===== src/rtl/inst_fetch_pkg.sv =====
// Shared types and constants for the instruction-fetch stage.
// Optional feature macro used by this slice: FETCH_MISALIGN_TRAP_EN.
package inst_fetch_pkg;

    typedef logic [31:0] inst_addr_t;
    typedef logic [31:0] inst_t;

    localparam inst_t NOP_INST = 32'h0000_0013;

endpackage


===== src/rtl/inst_fetch_if.sv =====
// Bus bundle between fetch, instruction memory and decode.
// master = fetch stage, slave = memory/decode environment.
interface inst_fetch_if;
    import inst_fetch_pkg::*;

    // Handshakes: imem_req&imem_gnt issues a fetch; imem_rvalid carries one word per
    // cycle in request order; id_valid&id_ready transfers {id_pc,id_inst,id_exc}, and
    // id_* stay stable while id_valid is high and id_ready low.
    logic       imem_req;
    inst_addr_t imem_addr;
    logic       imem_gnt;
    logic       imem_rvalid;
    inst_t      imem_rdata;
    logic       redirect;
    inst_addr_t redirect_pc;
    logic       id_valid;
    logic       id_ready;
    inst_addr_t id_pc;
    inst_t      id_inst;
    logic       id_exc;

    modport master (
        output imem_req, imem_addr, id_valid, id_pc, id_inst, id_exc,
        input  imem_gnt, imem_rvalid, imem_rdata, redirect, redirect_pc, id_ready
    );

    modport slave (
        input  imem_req, imem_addr, id_valid, id_pc, id_inst, id_exc,
        output imem_gnt, imem_rvalid, imem_rdata, redirect, redirect_pc, id_ready
    );

endinterface


===== src/rtl/inst_fetch_queue.sv =====
// In-order fetch queue: entries in [head,fill) are filled, [fill,tail) await memory.
// With FETCH_MISALIGN_TRAP_EN a flush may preload one filled exception entry.
module inst_fetch_queue
    import inst_fetch_pkg::*;
#(
    parameter int DEPTH = 2
) (
    input  logic                    clk,
    input  logic                    rst,
    input  logic                    flush_i,
`ifdef FETCH_MISALIGN_TRAP_EN
    input  logic                    inject_i,
    input  inst_addr_t              inject_pc_i,
    output logic                    head_exc_o,
`endif
    input  logic                    alloc_i,
    input  inst_addr_t              alloc_pc_i,
    input  logic                    fill_i,
    input  inst_t                   fill_inst_i,
    input  logic                    pop_i,
    output logic [$clog2(DEPTH):0]  count_o,
    output logic [$clog2(DEPTH):0]  unfilled_o,
    output logic                    head_valid_o,
    output inst_addr_t              head_pc_o,
    output inst_t                   head_inst_o
);

    localparam int PTR_W = $clog2(DEPTH);
    localparam logic [PTR_W:0] PTR_ONE = (PTR_W+1)'(1);

    // Pointers carry one wrap bit so full and empty are distinguishable.
    logic [PTR_W:0]   head_q, head_d, fill_q, fill_d, tail_q, tail_d;
    logic [PTR_W-1:0] head_idx, fill_idx, tail_idx;
    inst_addr_t       pc_q   [DEPTH];
    inst_t            inst_q [DEPTH];

    assign head_idx = head_q[PTR_W-1:0];
    assign fill_idx = fill_q[PTR_W-1:0];
    assign tail_idx = tail_q[PTR_W-1:0];

    always_comb begin
        head_d = head_q;
        fill_d = fill_q;
        tail_d = tail_q;
        if (flush_i) begin
            head_d = '0;
            fill_d = '0;
            tail_d = '0;
`ifdef FETCH_MISALIGN_TRAP_EN
            if (inject_i) begin
                fill_d = PTR_ONE;
                tail_d = PTR_ONE;
            end
`endif
        end else begin
            if (pop_i)   head_d = head_q + PTR_ONE;
            if (fill_i)  fill_d = fill_q + PTR_ONE;
            if (alloc_i) tail_d = tail_q + PTR_ONE;
        end
    end

    always_ff @(posedge clk) begin
        if (rst) begin
            head_q <= '0;
            fill_q <= '0;
            tail_q <= '0;
        end else begin
            head_q <= head_d;
            fill_q <= fill_d;
            tail_q <= tail_d;
        end
    end

    always_ff @(posedge clk) begin
        if (rst) begin
            for (int i = 0; i < DEPTH; i++) begin
                pc_q[i]   <= '0;
                inst_q[i] <= NOP_INST;
            end
        end else if (flush_i) begin
`ifdef FETCH_MISALIGN_TRAP_EN
            if (inject_i) begin
                pc_q[0]   <= inject_pc_i;
                inst_q[0] <= NOP_INST;
            end
`endif
        end else begin
            if (alloc_i) pc_q[tail_idx]   <= alloc_pc_i;
            if (fill_i)  inst_q[fill_idx] <= fill_inst_i;
        end
    end

`ifdef FETCH_MISALIGN_TRAP_EN
    logic [DEPTH-1:0] exc_q;

    always_ff @(posedge clk) begin
        if (rst) begin
            exc_q <= '0;
        end else if (flush_i) begin
            exc_q <= {{(DEPTH-1){1'b0}}, inject_i};
        end else if (alloc_i) begin
            exc_q[tail_idx] <= 1'b0;
        end
    end

    assign head_exc_o = head_valid_o & exc_q[head_idx];
`endif

    assign count_o      = tail_q - head_q;
    assign unfilled_o   = tail_q - fill_q;
    assign head_valid_o = (fill_q != head_q);
    assign head_pc_o    = pc_q[head_idx];
    assign head_inst_o  = inst_q[head_idx];

endmodule


===== src/rtl/inst_fetch.sv =====
// Instruction-fetch stage: PC, request gating, stale-response dropping, fetch queue.
// Define FETCH_MISALIGN_TRAP_EN to trap misaligned redirects instead of aligning them.
module inst_fetch
    import inst_fetch_pkg::*;
#(
    parameter inst_addr_t RESET_PC = 32'h0000_0000,
    parameter int         DEPTH    = 2
) (
    input  logic          clk,
    input  logic          rst,
    inst_fetch_if.master  fetch_io
);

    localparam int CNT_W = $clog2(DEPTH) + 1;
    localparam int DW    = CNT_W + 1;

    inst_addr_t       pc_q, pc_d;
    logic [DW-1:0]    drop_cnt_q, drop_cnt_d;
    logic [DW-1:0]    outstanding;
    logic [CNT_W-1:0] count, unfilled;
    logic             alloc, fill, pop, head_valid, halt;

    // Every response still owed by memory is either a drop or an unfilled entry.
    assign outstanding = drop_cnt_q + {1'b0, unfilled};

    assign fetch_io.imem_req = !rst && !fetch_io.redirect && !halt
                               && (count < CNT_W'(DEPTH))
                               && (outstanding < DW'(DEPTH));
    assign fetch_io.imem_addr = pc_q;

    assign alloc = fetch_io.imem_req & fetch_io.imem_gnt;
    assign fill  = fetch_io.imem_rvalid & !fetch_io.redirect
                   & (drop_cnt_q == '0) & (unfilled != '0);
    assign pop   = head_valid & fetch_io.id_ready;

`ifdef FETCH_MISALIGN_TRAP_EN
    logic halt_q, inject;

    assign inject = fetch_io.redirect & (fetch_io.redirect_pc[1:0] != 2'b00);
    assign halt   = halt_q;

    always_ff @(posedge clk) begin
        if (rst) begin
            halt_q <= 1'b0;
        end else if (fetch_io.redirect) begin
            halt_q <= inject;
        end
    end
`else
    assign halt            = 1'b0;
    assign fetch_io.id_exc = 1'b0;
`endif

    always_comb begin
        pc_d = pc_q;
        if (fetch_io.redirect) begin
`ifdef FETCH_MISALIGN_TRAP_EN
            pc_d = fetch_io.redirect_pc;
`else
            pc_d = fetch_io.redirect_pc & 32'hFFFF_FFFC;
`endif
        end else if (alloc) begin
            pc_d = pc_q + 32'd4;
        end
    end

    // A response landing in the redirect cycle is itself one of the discarded ones.
    always_comb begin
        drop_cnt_d = drop_cnt_q;
        if (fetch_io.redirect) begin
            drop_cnt_d = outstanding;
            if (fetch_io.imem_rvalid && outstanding != '0) drop_cnt_d = outstanding - DW'(1);
        end else if (fetch_io.imem_rvalid && drop_cnt_q != '0) begin
            drop_cnt_d = drop_cnt_q - DW'(1);
        end
    end

    always_ff @(posedge clk) begin
        if (rst) begin
            pc_q       <= RESET_PC;
            drop_cnt_q <= '0;
        end else begin
            pc_q       <= pc_d;
            drop_cnt_q <= drop_cnt_d;
        end
    end

    always @(posedge clk) begin
        if (!rst && fetch_io.imem_rvalid) assert (outstanding != '0);
    end

    inst_fetch_queue #(.DEPTH(DEPTH)) u_queue (
        .clk          (clk),
        .rst          (rst),
        .flush_i      (fetch_io.redirect),
`ifdef FETCH_MISALIGN_TRAP_EN
        .inject_i     (inject),
        .inject_pc_i  (fetch_io.redirect_pc),
        .head_exc_o   (fetch_io.id_exc),
`endif
        .alloc_i      (alloc),
        .alloc_pc_i   (pc_q),
        .fill_i       (fill),
        .fill_inst_i  (fetch_io.imem_rdata),
        .pop_i        (pop),
        .count_o      (count),
        .unfilled_o   (unfilled),
        .head_valid_o (head_valid),
        .head_pc_o    (fetch_io.id_pc),
        .head_inst_o  (fetch_io.id_inst)
    );

    assign fetch_io.id_valid = head_valid;

endmodule


===== src/flat_wrapper.sv =====
// flat-port wrapper written by rule: the top's interface ports become plain ports
module inst_fetch_flat import inst_fetch_pkg::*;
#(
    parameter inst_addr_t RESET_PC = 32'h0000_0000,
    parameter int         DEPTH    = 2
)
  (clk, rst, fetch_io_imem_req, fetch_io_imem_addr, fetch_io_id_valid, fetch_io_id_pc, fetch_io_id_inst, fetch_io_id_exc, fetch_io_imem_gnt, fetch_io_imem_rvalid, fetch_io_imem_rdata, fetch_io_redirect, fetch_io_redirect_pc, fetch_io_id_ready);
  inst_fetch_if fetch_io_i ();
  input  logic clk;
  input  logic rst;
  output wire logic [$bits(fetch_io_i.imem_req)-1:0] fetch_io_imem_req;
  output wire logic [$bits(fetch_io_i.imem_addr)-1:0] fetch_io_imem_addr;
  output wire logic [$bits(fetch_io_i.id_valid)-1:0] fetch_io_id_valid;
  output wire logic [$bits(fetch_io_i.id_pc)-1:0] fetch_io_id_pc;
  output wire logic [$bits(fetch_io_i.id_inst)-1:0] fetch_io_id_inst;
  output wire logic [$bits(fetch_io_i.id_exc)-1:0] fetch_io_id_exc;
  input wire logic [$bits(fetch_io_i.imem_gnt)-1:0] fetch_io_imem_gnt;
  input wire logic [$bits(fetch_io_i.imem_rvalid)-1:0] fetch_io_imem_rvalid;
  input wire logic [$bits(fetch_io_i.imem_rdata)-1:0] fetch_io_imem_rdata;
  input wire logic [$bits(fetch_io_i.redirect)-1:0] fetch_io_redirect;
  input wire logic [$bits(fetch_io_i.redirect_pc)-1:0] fetch_io_redirect_pc;
  input wire logic [$bits(fetch_io_i.id_ready)-1:0] fetch_io_id_ready;
  assign fetch_io_imem_req = fetch_io_i.imem_req;
  assign fetch_io_imem_addr = fetch_io_i.imem_addr;
  assign fetch_io_id_valid = fetch_io_i.id_valid;
  assign fetch_io_id_pc = fetch_io_i.id_pc;
  assign fetch_io_id_inst = fetch_io_i.id_inst;
  assign fetch_io_id_exc = fetch_io_i.id_exc;
  assign fetch_io_i.imem_gnt = fetch_io_imem_gnt;
  assign fetch_io_i.imem_rvalid = fetch_io_imem_rvalid;
  assign fetch_io_i.imem_rdata = fetch_io_imem_rdata;
  assign fetch_io_i.redirect = fetch_io_redirect;
  assign fetch_io_i.redirect_pc = fetch_io_redirect_pc;
  assign fetch_io_i.id_ready = fetch_io_id_ready;
  inst_fetch #(.RESET_PC(RESET_PC), .DEPTH(DEPTH)) u_core (.clk(clk), .rst(rst), .fetch_io(fetch_io_i));
endmodule

===== config.mk =====
export PLATFORM = sky130hd
export DESIGN_NAME = inst_fetch_flat
export DESIGN_NICKNAME = d
export VERILOG_FILES = /design/src/rtl/inst_fetch_pkg.sv /design/src/rtl/inst_fetch_if.sv /design/src/rtl/inst_fetch_queue.sv /design/src/rtl/inst_fetch.sv /design/src/flat_wrapper.sv
export SDC_FILE = /design/constraint.sdc
export NUM_CORES = 1
export LEC_CHECK = 0
export BUFFER_PORTS_ARGS = -buffer_cell sky130_fd_sc_hd__buf_2
export CORE_MARGIN = 1
export CORE_UTILIZATION = 55
export DETAILED_ROUTE_END_ITERATION = 6
export MAX_ROUTING_LAYER = met4
export PLACE_DENSITY_LB_ADDON = 0.1
export SLEW_MARGIN = 20
export SYNTH_ARGS = -nofsm -noshare
export SYNTH_HDL_FRONTEND = slang
export SYNTH_SLANG_ARGS = --single-unit

===== constraint.sdc =====
create_clock -name clk -period 4.63 [get_ports clk]
set_input_delay 0 -clock clk [delete_from_list [all_inputs] [get_ports clk]]
set_output_delay 0 -clock clk [all_outputs]
set_load 0.02 [all_outputs]

# Yosys cells after proc, flatten, opt, wreduce, memory -nomap -nowiden

Memory sizes are Yosys's and may differ from the RTL's. A register that Yosys moved wholly into a read port is not among the register bits.
Index checks and enable logic that the tools add are counted.

Register bits after elaboration: 41
Memory bits (writable): 128
Input port bits: 70
Output and inout port bits: 99
Word-level logic and storage cells: 66
Memories kept: 2

Memory list:

| memory                | depth | bits a word | rd ports | clocked after Yosys merged registers in | write ports | line                   | RTL |
|---|---|---|---|---|---|---|---|
| u_core.u_queue.inst_q | 2     | 32          | 1        | 1                                       | 2           | inst_fetch_queue.sv:35 | `inst_t inst_q [DEPTH];` |
| u_core.u_queue.pc_q   | 2     | 32          | 1        | 1                                       | 2           | inst_fetch_queue.sv:34 | `inst_addr_t pc_q [DEPTH];` |

$add $sub $neg: 9
Order comparisons: 2
Equal/unequal tests: 1
Muxes and demuxes: 25
Bitwise gates (word level): 5
Reductions and logical operators: 16

Operators with widths:

| operator              | number |
|---|---|
| $mux 32               | 4 |
| $reduce_or 32->1      | 2 |
| $add 32x3->32 const B | 1 |
| $mux 1                | 18 |
| $mux 3                | 3 |
| $add 2x1->2 const B   | 3 |
| $reduce_bool 2->1     | 3 |
| $reduce_bool 3->1     | 2 |
| $sub 3x1->3 const B   | 2 |
| $and 1x1->1           | 5 |
| $logic_and 1x1->1     | 5 |
| $sub 2x2->2           | 2 |
| $add 3x2->3           | 1 |
| $logic_not 3->1       | 1 |
| $lt 3x2->1 const B    | 1 |
| $logic_not 1->1       | 2 |
| $lt 2x2->1 const B    | 1 |
| $ne 2x2->1            | 1 |
| $reduce_or 2->1       | 1 |

# Longest topological paths before layout

Gate-level depths: netlist of run 1.

Depth in word-level cells: 11
Gate-level depth with buffers: 15
Mapped depth without buffers: 13

# Hierarchy

Synthesis of run 1 repeated with hierarchy kept, for this count alone.

Cell total of the unflattened synthesis: 693
Area, all modules: 8339.2 um2

Modules (own cells, without submodules):

| module           | instances | cells an instance | area each (um2) |
|---|---|---|---|
| inst_fetch_queue | 1         | 403               | 6037.0 |
| inst_fetch       | 1         | 290               | 2302.2 |

# Worst setup path before layout of run 1

No wires, ideal clock.

Kind: register -> register
Start: register u_core.u_queue.tail_q[0]
End: memory u_core.u_queue.pc_q[1][10] (netlist name) (enable)
Arrival: 3383 ps
Required time: 4238 ps
Setup slack: 855 ps
Cell stages (with the launch flop): 15
Path buffers: 4
Cell sequence: dfxtp_1 -> inv_1 -> clkbuf_1 -> ha_1 -> inv_1 -> ha_1 -> fa_1 -> xnor2_2 -> and4_1 -> buf_2 -> and2_1 -> buf_2 -> buf_2 -> nand2_1 -> nand2b_1

RTL lines:

| item                   | line                   | RTL |
|---|---|---|
| start, declared        | inst_fetch_queue.sv:32 | `logic [PTR_W:0] head_q, head_d, fill_q, fill_d, tail_q, tail_d;` |
| start signal, assigned | inst_fetch_queue.sv:70 | `tail_q <= tail_d;` |
| end, declared          | inst_fetch_queue.sv:34 |  |

# Final worst setup path of run 1

Start: register u_core.u_queue.fill_q[0]
End: register u_core.pc_q[2] (netlist: u_core.fetch_io.imem_addr[2])

Cells in the longest elaborated chain, start to end: 6

Ends and longest elaborated chain:

| item                        | line                    | RTL |
|---|---|---|
| start, declared             | inst_fetch_queue.sv:32  |  |
| start signal, assigned      | inst_fetch_queue.sv:69  | `fill_q <= fill_d;` |
| $sub 2x2->2                 | inst_fetch_queue.sv:110 | `assign unfilled_o = tail_q - fill_q;` |
| $add 3x2->3                 | inst_fetch.sv:24        | `assign outstanding = drop_cnt_q + {1'b0, unfilled};` |
| $lt 3x2->1                  | inst_fetch.sv:28        | `&& (outstanding < DW'(DEPTH));` |
| $logic_and 1x1->1           | inst_fetch.sv:28        |  |
| $and 1x1->1                 | inst_fetch.sv:31        | `assign alloc = fetch_io.imem_req & fetch_io.imem_gnt;` |
| $reduce_bool 2->1 (no line) | -                       |  |
| end signal, assigned        | inst_fetch.sv:83        | `pc_q <= pc_d;` |
| end, declared               | inst_fetch.sv:17        | `inst_addr_t pc_q, pc_d;` |

Every way passes these cells.
A chain may end at the register's enable or synchronous reset.

==> metrics.yaml, run 1 <==
run_status:
  status: "completed"
placement:
  place.gp.congestion: 0.846
  port_buffers: 161
  placed_area_um2: 8850
  place_hpwl_um: 11800
sta:
  finalCriticalPeriod_ps: 3700
  fin_crit_sh_pct: 79.8
  rsz0062_at_grt: "false"
  fin_setup_tns_ps: 0
  final-hold-violation-count: 0
  skew_ps: 10.2
  setup_viol: 0
  slew_viol_final: 0
  tightest_slew_ps: 1020
  max_slew_margin_pct: 32.0
  fmax_mhz: 271
global_routing:
  grt_pass1_vias: 5907
  grt_antenna_before_repair: 0
  grt_first_pass_wirelength_um: 29300
  globalRouteOverflowTotal: 0
  grt_max_degree: 58
  grt_use_total_pct: 26.7
setup_path:
  end_kind: "flip-flop"
  cp_cell_sequence: "ha_1 > inv_1 > ha_1 > fa_1 > xnor2_2 > and4_1 > and2_2 > buf_4 > nor3_1 > a2111oi_1"
  crit_path_start_kind: "flip-flop"
  path_class: "flip-flop to flip-flop"
  crit_top_cell: "ha_1"
  path_buf_inv: 2
  cp_slowest_cell: "and2_2"
  cpPeakStageDelay_ps: 560
  rrSetupSlack_ps: 930
  startpoint: "u_core.u_queue.fill_q[0]"
  crit_fanout: 51
  arrival_ps: 3990
  reg2reg_from: "u_core.u_queue.fill_q[0]"
  cp_data_required_time_ps: 4930
  critPathTopFamily: "simple AND/OR/NAND/NOR gates"
finish:
  area_growth_pct: 26.3
  nets: 958
  final_cell_area_um2: 10100
  fill_cells: 981
  post-route-util_pct: 71.8
  antenna_cells: 0
  drive_gt1_share_pct: 30.1
pwr:
  cellLeakagePower_nw: 4.14
  power.total_mw: 3.53
  peakVddDrop_uv: 316
  powerDensity_nw_per_um2: 350
clock_tree:
  cts_buffers: 17
  cts_tree: "done"
  clock_path_buffers: 2
  clock-sinks: 164
  clk_latency_ps: 420
  cts-resized-gates: 0
  htree_levels: 4
  cts_root_buf: "clkbuf_16"
  post-cts-setup-buffer-count: 0
  clk_pin_slew_ps: 60
synthesis:
  ys_ff_latch: 164
  syn-cell-area_um2: 7980
  yosysTopAreaCellShare_pct: 46.7
  avgSynthCellArea_um2: 11.7
  synth_edf_count: 124
  ys_top_cells_by_area: "edfxtp_1 (47%), dfxtp_1 (10%), mux2_2 (8.7%)"
  ys_types: 52
  synth_warnings: 0
  yosys.area.top_type: "edfxtp_1"
  synth_common_cells: "edfxtp_1 (124), and2_1 (63), mux2_2 (62)"
  async_reset_ff_share_pct: 0
  ys.flop_type: "edfxtp_1"
  yosysSeqAreaShare_pct: 56.7
  yosysMostFrequentCell: "edfxtp_1"
  synth_cells: 680
routing:
  dr.pass1.iters: 5
  first_iter_violations: 571
  ant_nets: 0
  totalWireLength_um: 19300
  route.vias.total: 6228
  wire_per_inst_um: 18.0
  via_per_inst: 5.80
  drc: 0
min_path:
  hp-start: "fetch_io_imem_rvalid"
  hold_path.class: "input pin to flip-flop"
floorplanning:
  die_w_um: 122
  die_area_um2: 15000
  coreArea_um2: 14000
  num_rows: 43
  boundaryPins: 169
  dieHeight_um: 122
  start_util_pct: 56.8
run:
  maxCapViolCount: 0
==> power breakdown <==
group / total [mW] / internal [mW] / switching (mW) / leakage [nW]
Clock: 1.44 / 0.897 / 0.542 / 0.288
Combinational: 0.386 / 0.163 / 0.223 / 2.26
Sequential: 1.70 / 1.64 / 0.0596 / 1.59
Total: 3.53 / 2.70 / 0.824 / 4.14
==> placed cells by master (no fill, tap or decap), types with 3 or more instances in the layout <==
cell type / instances
dlygate4sd3_1: 63
buf_2: 161
clkinv_2: 4
inv_1: 12
xor2_1: 5
mux2_2: 62
ha_1: 7
a32oi_1: 3
buf_4: 8
nand2b_1: 21
nor4_1: 4
xnor2_1: 9
bufinv_16: 4
and3_1: 59
o22ai_1: 11
nand2_1: 39
conb_1: 5
clkbuf_16: 17
a31oi_1: 11
and2_1: 62
a22oi_1: 8
or3_1: 6
and4_1: 3
edfxtp_1: 124
o31a_1: 4
nor2_1: 26
a21oi_1: 19
or2_2: 3
or4_1: 10
o21ai_0: 3
dfxtp_1: 39
o211ai_1: 6
o311ai_0: 7
nor3_1: 7
nand4_1: 13
nand3_1: 16
clkbuf_1: 4
==> final cells by class <==
cell class / instances / area, um2 / area share [%]
Sequential cell: 164 / 4530 / 44.9
Timing Repair Buffer: 232 / 1500 / 14.8
Inverter: 12 / 45.0 / 0.447
Tap cell: 180 / 225 / 2.23
Multi-Input combinational cell: 453 / 3190 / 31.6
Clock buffer: 21 / 440 / 4.37
Clock inverter: 11 / 159 / 1.58
==> per-stage QoR <==
step           hold slack (ps)  setup WS (ps)  cells
5_1_grt                   75.1            626   1073
4_1_cts                   33.6            960   1073
3_3_place_gp               263           1100    978
3_5_place_dp               270           1010    978
2_1_floorplan              159            855    684
6_report                  51.1            934   1073
==> path summary, 6_finish.rpt <==
check                                 end  depth (start not counted)
max          u_core.fetch_io.imem_addr[2]                         10
min                  u_core.drop_cnt_q[1]                          4
max reg2reg  u_core.fetch_io.imem_addr[2]                         10
min reg2reg      u_core.u_queue.tail_q[1]                          1
==> flip-flops by register name (all words and copies together), names as in the netlist, named ones only <==
signal                     cells
u_core.u_queue.fill_q          2
u_core.u_queue.tail_q          2
u_core.drop_cnt_q              3
u_core.fetch_io.imem_addr     30
u_core.u_queue.pc_q           60
u_core.u_queue.inst_q         64
u_core.u_queue.head_q          2
==> worst register-to-register path: stages (launching register included) <==
cell and delay, ps:
dfxtp_1 390, ha_1 380, inv_1 60, ha_1 190, fa_1 410, xnor2_2 200
and4_1 400, and2_2 560, buf_4 540, nor3_1 120, a2111oi_1 340
==> repair_timing <==
item,4_1_cts,5_1_grt
hold buffers,63,0
setup endpoints to repair,0,0
endpoints found under the hold margin,97,0
==> logic make-up (layout without fill, tap and decap cells) <==
kind of cell	after synthesis	in the layout	synth area share [%]
AND/OR/NAND/NOR	276	276	19.8
flip-flops	164	164	56.7
AO/OA/AOI/OAI	84	84	7.43
buffers and inverters	67	276	3.59
multiplexers	63	63	8.87
XOR/XNOR	17	17	2.23
adder cells (fa/ha/maj)	8	8	1.35
other	1	5	0.0470
==> metal layers <==
layer | vias to the layer above | GRT usage [%] | part of all wire [%]
met3 | 19 | 5.62 | 7.0
met1 | 3028 | 35.7 | 44
met2 | 265 | 40.4 | 48
met5 | - | - | 0
li1 | 2916 | - | -
met4 | 0 | 9.30 | 1.3
(Power assumes the default switching activity.)
==> run 2: changes to the inputs <==
--- a/config.mk
+++ b/config.mk
@@ -5,9 +5,10 @@
 export SDC_FILE = /design/constraint.sdc
 export NUM_CORES = 1
 export LEC_CHECK = 0
+export ABC_AREA = 1
 export BUFFER_PORTS_ARGS = -buffer_cell sky130_fd_sc_hd__buf_2
 export CORE_MARGIN = 1
-export CORE_UTILIZATION = 55
+export CORE_UTILIZATION = 50
 export DETAILED_ROUTE_END_ITERATION = 6
 export MAX_ROUTING_LAYER = met4
 export PLACE_DENSITY_LB_ADDON = 0.1
==> constraint.sdc (replaced) <==
create_clock -name clk -period 3.3 [get_ports clk]
set_input_delay 0 -clock clk [delete_from_list [all_inputs] [get_ports clk]]
set_output_delay 0 -clock clk [all_outputs]
set_load 0.02 [all_outputs]
==> metrics.yaml, run 2 <==
placement:
  port_buffers: 161  # unchanged
  place.gp.congestion: 0.887  # +4.8%
  place_hpwl_um: 12400  # +4.6%
sta:
  skew_ps: 6.50  # -3.69 ps
  rsz0062_at_grt: "false"
  finalCriticalPeriod_ps: 3090  # -607 ps
  tightest_slew_ps: 721  # -299 ps
  fmax_mhz: 324  # +20%
  max_slew_margin_pct: 51.9  # +20 points
  fin_crit_sh_pct: 93.6  # +14 points
  fin_setup_tns_ps: 0  # unchanged
  final-hold-violation-count: 0  # unchanged
  slew_viol_final: 0  # unchanged
  setup_viol: 0  # unchanged
synthesis:
  ys_types: 32  # -38%
  ys_top_cells_by_area: "edfxtp_1 (46%), dfxtp_1 (9.9%), nor2_1 (9.2%)"
  synth_cells: 890  # +31%
  async_reset_ff_share_pct: 0  # unchanged
  ys_ff_latch: 164  # unchanged
  yosys.area.top_type: "edfxtp_1"
  synth_warnings: 0  # unchanged
  yosysSeqAreaShare_pct: 55.8  # -0.90 points
  synth_edf_count: 124  # unchanged
  yosysMostFrequentCell: "nor2_1"
  synth_common_cells: "nor2_1 (198), nand2_1 (179), edfxtp_1 (124)"
  syn-cell-area_um2: 8110  # +1.6%
  avgSynthCellArea_um2: 9.11  # -22%
  yosysTopAreaCellShare_pct: 45.9  # -0.74 points
  ys.flop_type: "edfxtp_1"
routing:
  ant_nets: 0  # unchanged
  dr.pass1.iters: 6  # +1
  route.vias.total: 6569  # +5.5%
  wire_per_inst_um: 14.1  # -21%
  via_per_inst: 4.87  # -16%
  totalWireLength_um: 19100  # -1.1%
  drc: 0  # unchanged
  first_iter_violations: 350  # -39%
clock_tree:
  clock-sinks: 164  # unchanged
  clk_latency_ps: 420  # about the same
  cts_tree: "done"
  clock_path_buffers: 2  # unchanged
  cts_buffers: 17  # unchanged
  clk_pin_slew_ps: 60  # about the same
  htree_levels: 4  # unchanged
  cts_root_buf: "clkbuf_16"
global_routing:
  grt_first_pass_wirelength_um: 29100  # -0.96%
  grt_max_degree: 43  # -26%
  grt_use_total_pct: 23.7  # -3.0 points
  grt_antenna_before_repair: 0  # unchanged
  grt_pass1_vias: 6019  # +1.9%
  globalRouteOverflowTotal: 0  # unchanged
finish:
  area_growth_pct: 28.7
  largest_reg_flops: 64  # unchanged
  nets: 1197  # +25%
  regMostFlops: "u_core.u_queue.inst_q"
  antenna_cells: 0  # unchanged
  drive_gt1_share_pct: 25.3  # -4.9 points
  layout_commonest_cell: "nor2_1"
  layout_common_cells: "nor2_1 (198), nand2_1 (177), buf_2 (161), edfxtp_1 (124), inv_1 (103)"
run_status:
  status: "completed"
setup_path:
  arrival_ps: 3400  # -590 ps
  rr_endpoint: "u_core.fetch_io.imem_addr[25]"
  path_class: "flip-flop to flip-flop"
  crit_path_start_kind: "flip-flop"
  crit_fanout: 16  # -69%
  startpoint: "u_core.u_queue.tail_q[0]"
  setup.worst_path.end: "u_core.fetch_io.imem_addr[25]"
  reg2reg_from: "u_core.u_queue.tail_q[0]"
  rrSetupSlack_ps: 210  # -720 ps
  end_kind: "flip-flop"
  ff2ff_path_depth: 16  # +6
  cp_data_required_time_ps: 3610  # -1320 ps
min_path:
  hold_path.class: "input pin to flip-flop"
floorplanning:
  num_rows: 46  # +7.0%
  die_w_um: 129  # +5.6%
  boundaryPins: 169  # unchanged
  die_area_um2: 16700  # +12%
  coreArea_um2: 15900  # +13%
  start_util_pct: 51.1  # -5.8 points
  dieHeight_um: 129  # +5.6%
pwr:
  cellLeakagePower_nw: 4.57  # +10%
  peakVddDrop_uv: 358  # +13%
  powerDensity_nw_per_um2: 467  # +33%
  power.total_mw: 4.88  # +38%
run:
  maxCapViolCount: 0  # unchanged
-- run 2: changes by cell type after synthesis, moves of 15 or more --
| cell | previous run | this run |
|---|---|---|
| and2_1 | 63 | 3 |
| nand2b_1 | 21 | 0 |
| nand2_1 | 39 | 179 |
| nand3_1 | 16 | 58 |
| inv_1 | 12 | 103 |
| o21ai_0 | 3 | 18 |
| clkbuf_1 | 35 | 15 |
| nor2_1 | 26 | 198 |
| and3_1 | 59 | 0 |
-- run 2: cell families (layout without fill, tap and decap cells) --
kind of cell               count (synthesis)  count (layout)  share of synthesized area, %
and+or+nand+nor                          453             453                          22.7
muxes                                     62              62                          8.61
xor gates and xnor gates                  13              13                          1.40
DFF                                      164             164                          55.8
adders and majority gates                  8               8                          1.33
buffers and inverters                    145             383                          7.28
other                                      1               5                        0.0462
AOI/OAI and AO/OA                         44              44                          2.87
-- run 2: what timing repair did --
| item | 4_1_cts | 5_1_grt |
|---|---|---|
| buffers inserted | 0 | 1 |
| resized for setup | 0 | 7 |
| setup endpoints to repair | 0 | 1 |
| hold buffers | 65 | 0 |
| hold endpoints to repair | 96 | 0 |
-- run 2: report_power, final --
| group | leakage, nW | switching (mW) | total (mW) | internal [mW] |
|---|---|---|---|---|
| Sequential | 1.59 | 0.0589 | 2.36 | 2.30 |
| Combinational | 2.71 | 0.345 | 0.577 | 0.232 |
| Clock | 0.272 | 0.796 | 1.94 | 1.14 |
| Total | 4.57 | 1.20 | 4.88 | 3.67 |
-- run 2: worst max-delay path, cell delays in order, from the launching register on --
cell           delay, ps
dfxtp_2              360
inv_1                 70
ha_1                 180
xor2_1               160
xor2_1               220
inv_1                 90
fa_1                 450
inv_1                110
nand2_1               90
nor2_4               140
nand4_4              110
buf_12               180
nand3_1               60
nand2_1               50
nor2_1                80
nor2_1                50
dlygate4sd3_1        580
-- run 2: final cells by class --
cell class                      instances  area (um2)
Sequential cell                       164        4530
Inverter                              108         405
Clock inverter                         11         129
Tap cell                              216         270
Fill cell                            1297        5450
Clock buffer                           21         450
Multi-Input combinational cell        585        3030
Timing Repair Buffer                  243        1630
-- run 2: how the worst min path moves through the flow --
stage                                       from                     endpoint  slack [ps]  cells past startpoint
after floorplan                              rst     u_core.u_queue.fill_q[0]         160                      3
after global placement    fetch_io_imem_rdata[4]  u_core.u_queue.inst_q[0][4]         290                      3
after detailed placement  fetch_io_imem_rdata[0]  u_core.u_queue.inst_q[0][0]         280                      3
after CTS                   fetch_io_imem_rvalid     u_core.u_queue.fill_q[1]          30                      5
after global routing        fetch_io_imem_rvalid     u_core.u_queue.fill_q[0]          80                      5
final                       fetch_io_imem_rvalid     u_core.u_queue.fill_q[1]          40                      5
-- run 2: metrics by stage --
step	instance area, um2	std cells	utilization, %	setup slack, ps	hold slack (ps)
2_1_floorplan	8130	894	-	212	164
3_3_place_gp	9150	1249	57.6	417	285
3_5_place_dp	9150	1249	57.6	407	278
4_1_cts	10400	1346	65.3	24.7	29.4
5_1_grt	10400	1348	65.7	10.9	83.2
6_report	10400	1348	65.7	211	43.8
-- run 2: metal layers --
metal | vias up | GRT usage [%] | share of wire, %
met2 | 210 | 40.2 | 49
met3 | 30 | 4.34 | 5.7
met1 | 3010 | 28.5 | 44
met4 | 0 | 7.75 | 1.6
met5 | - | - | 0
li1 | 3319 | - | -
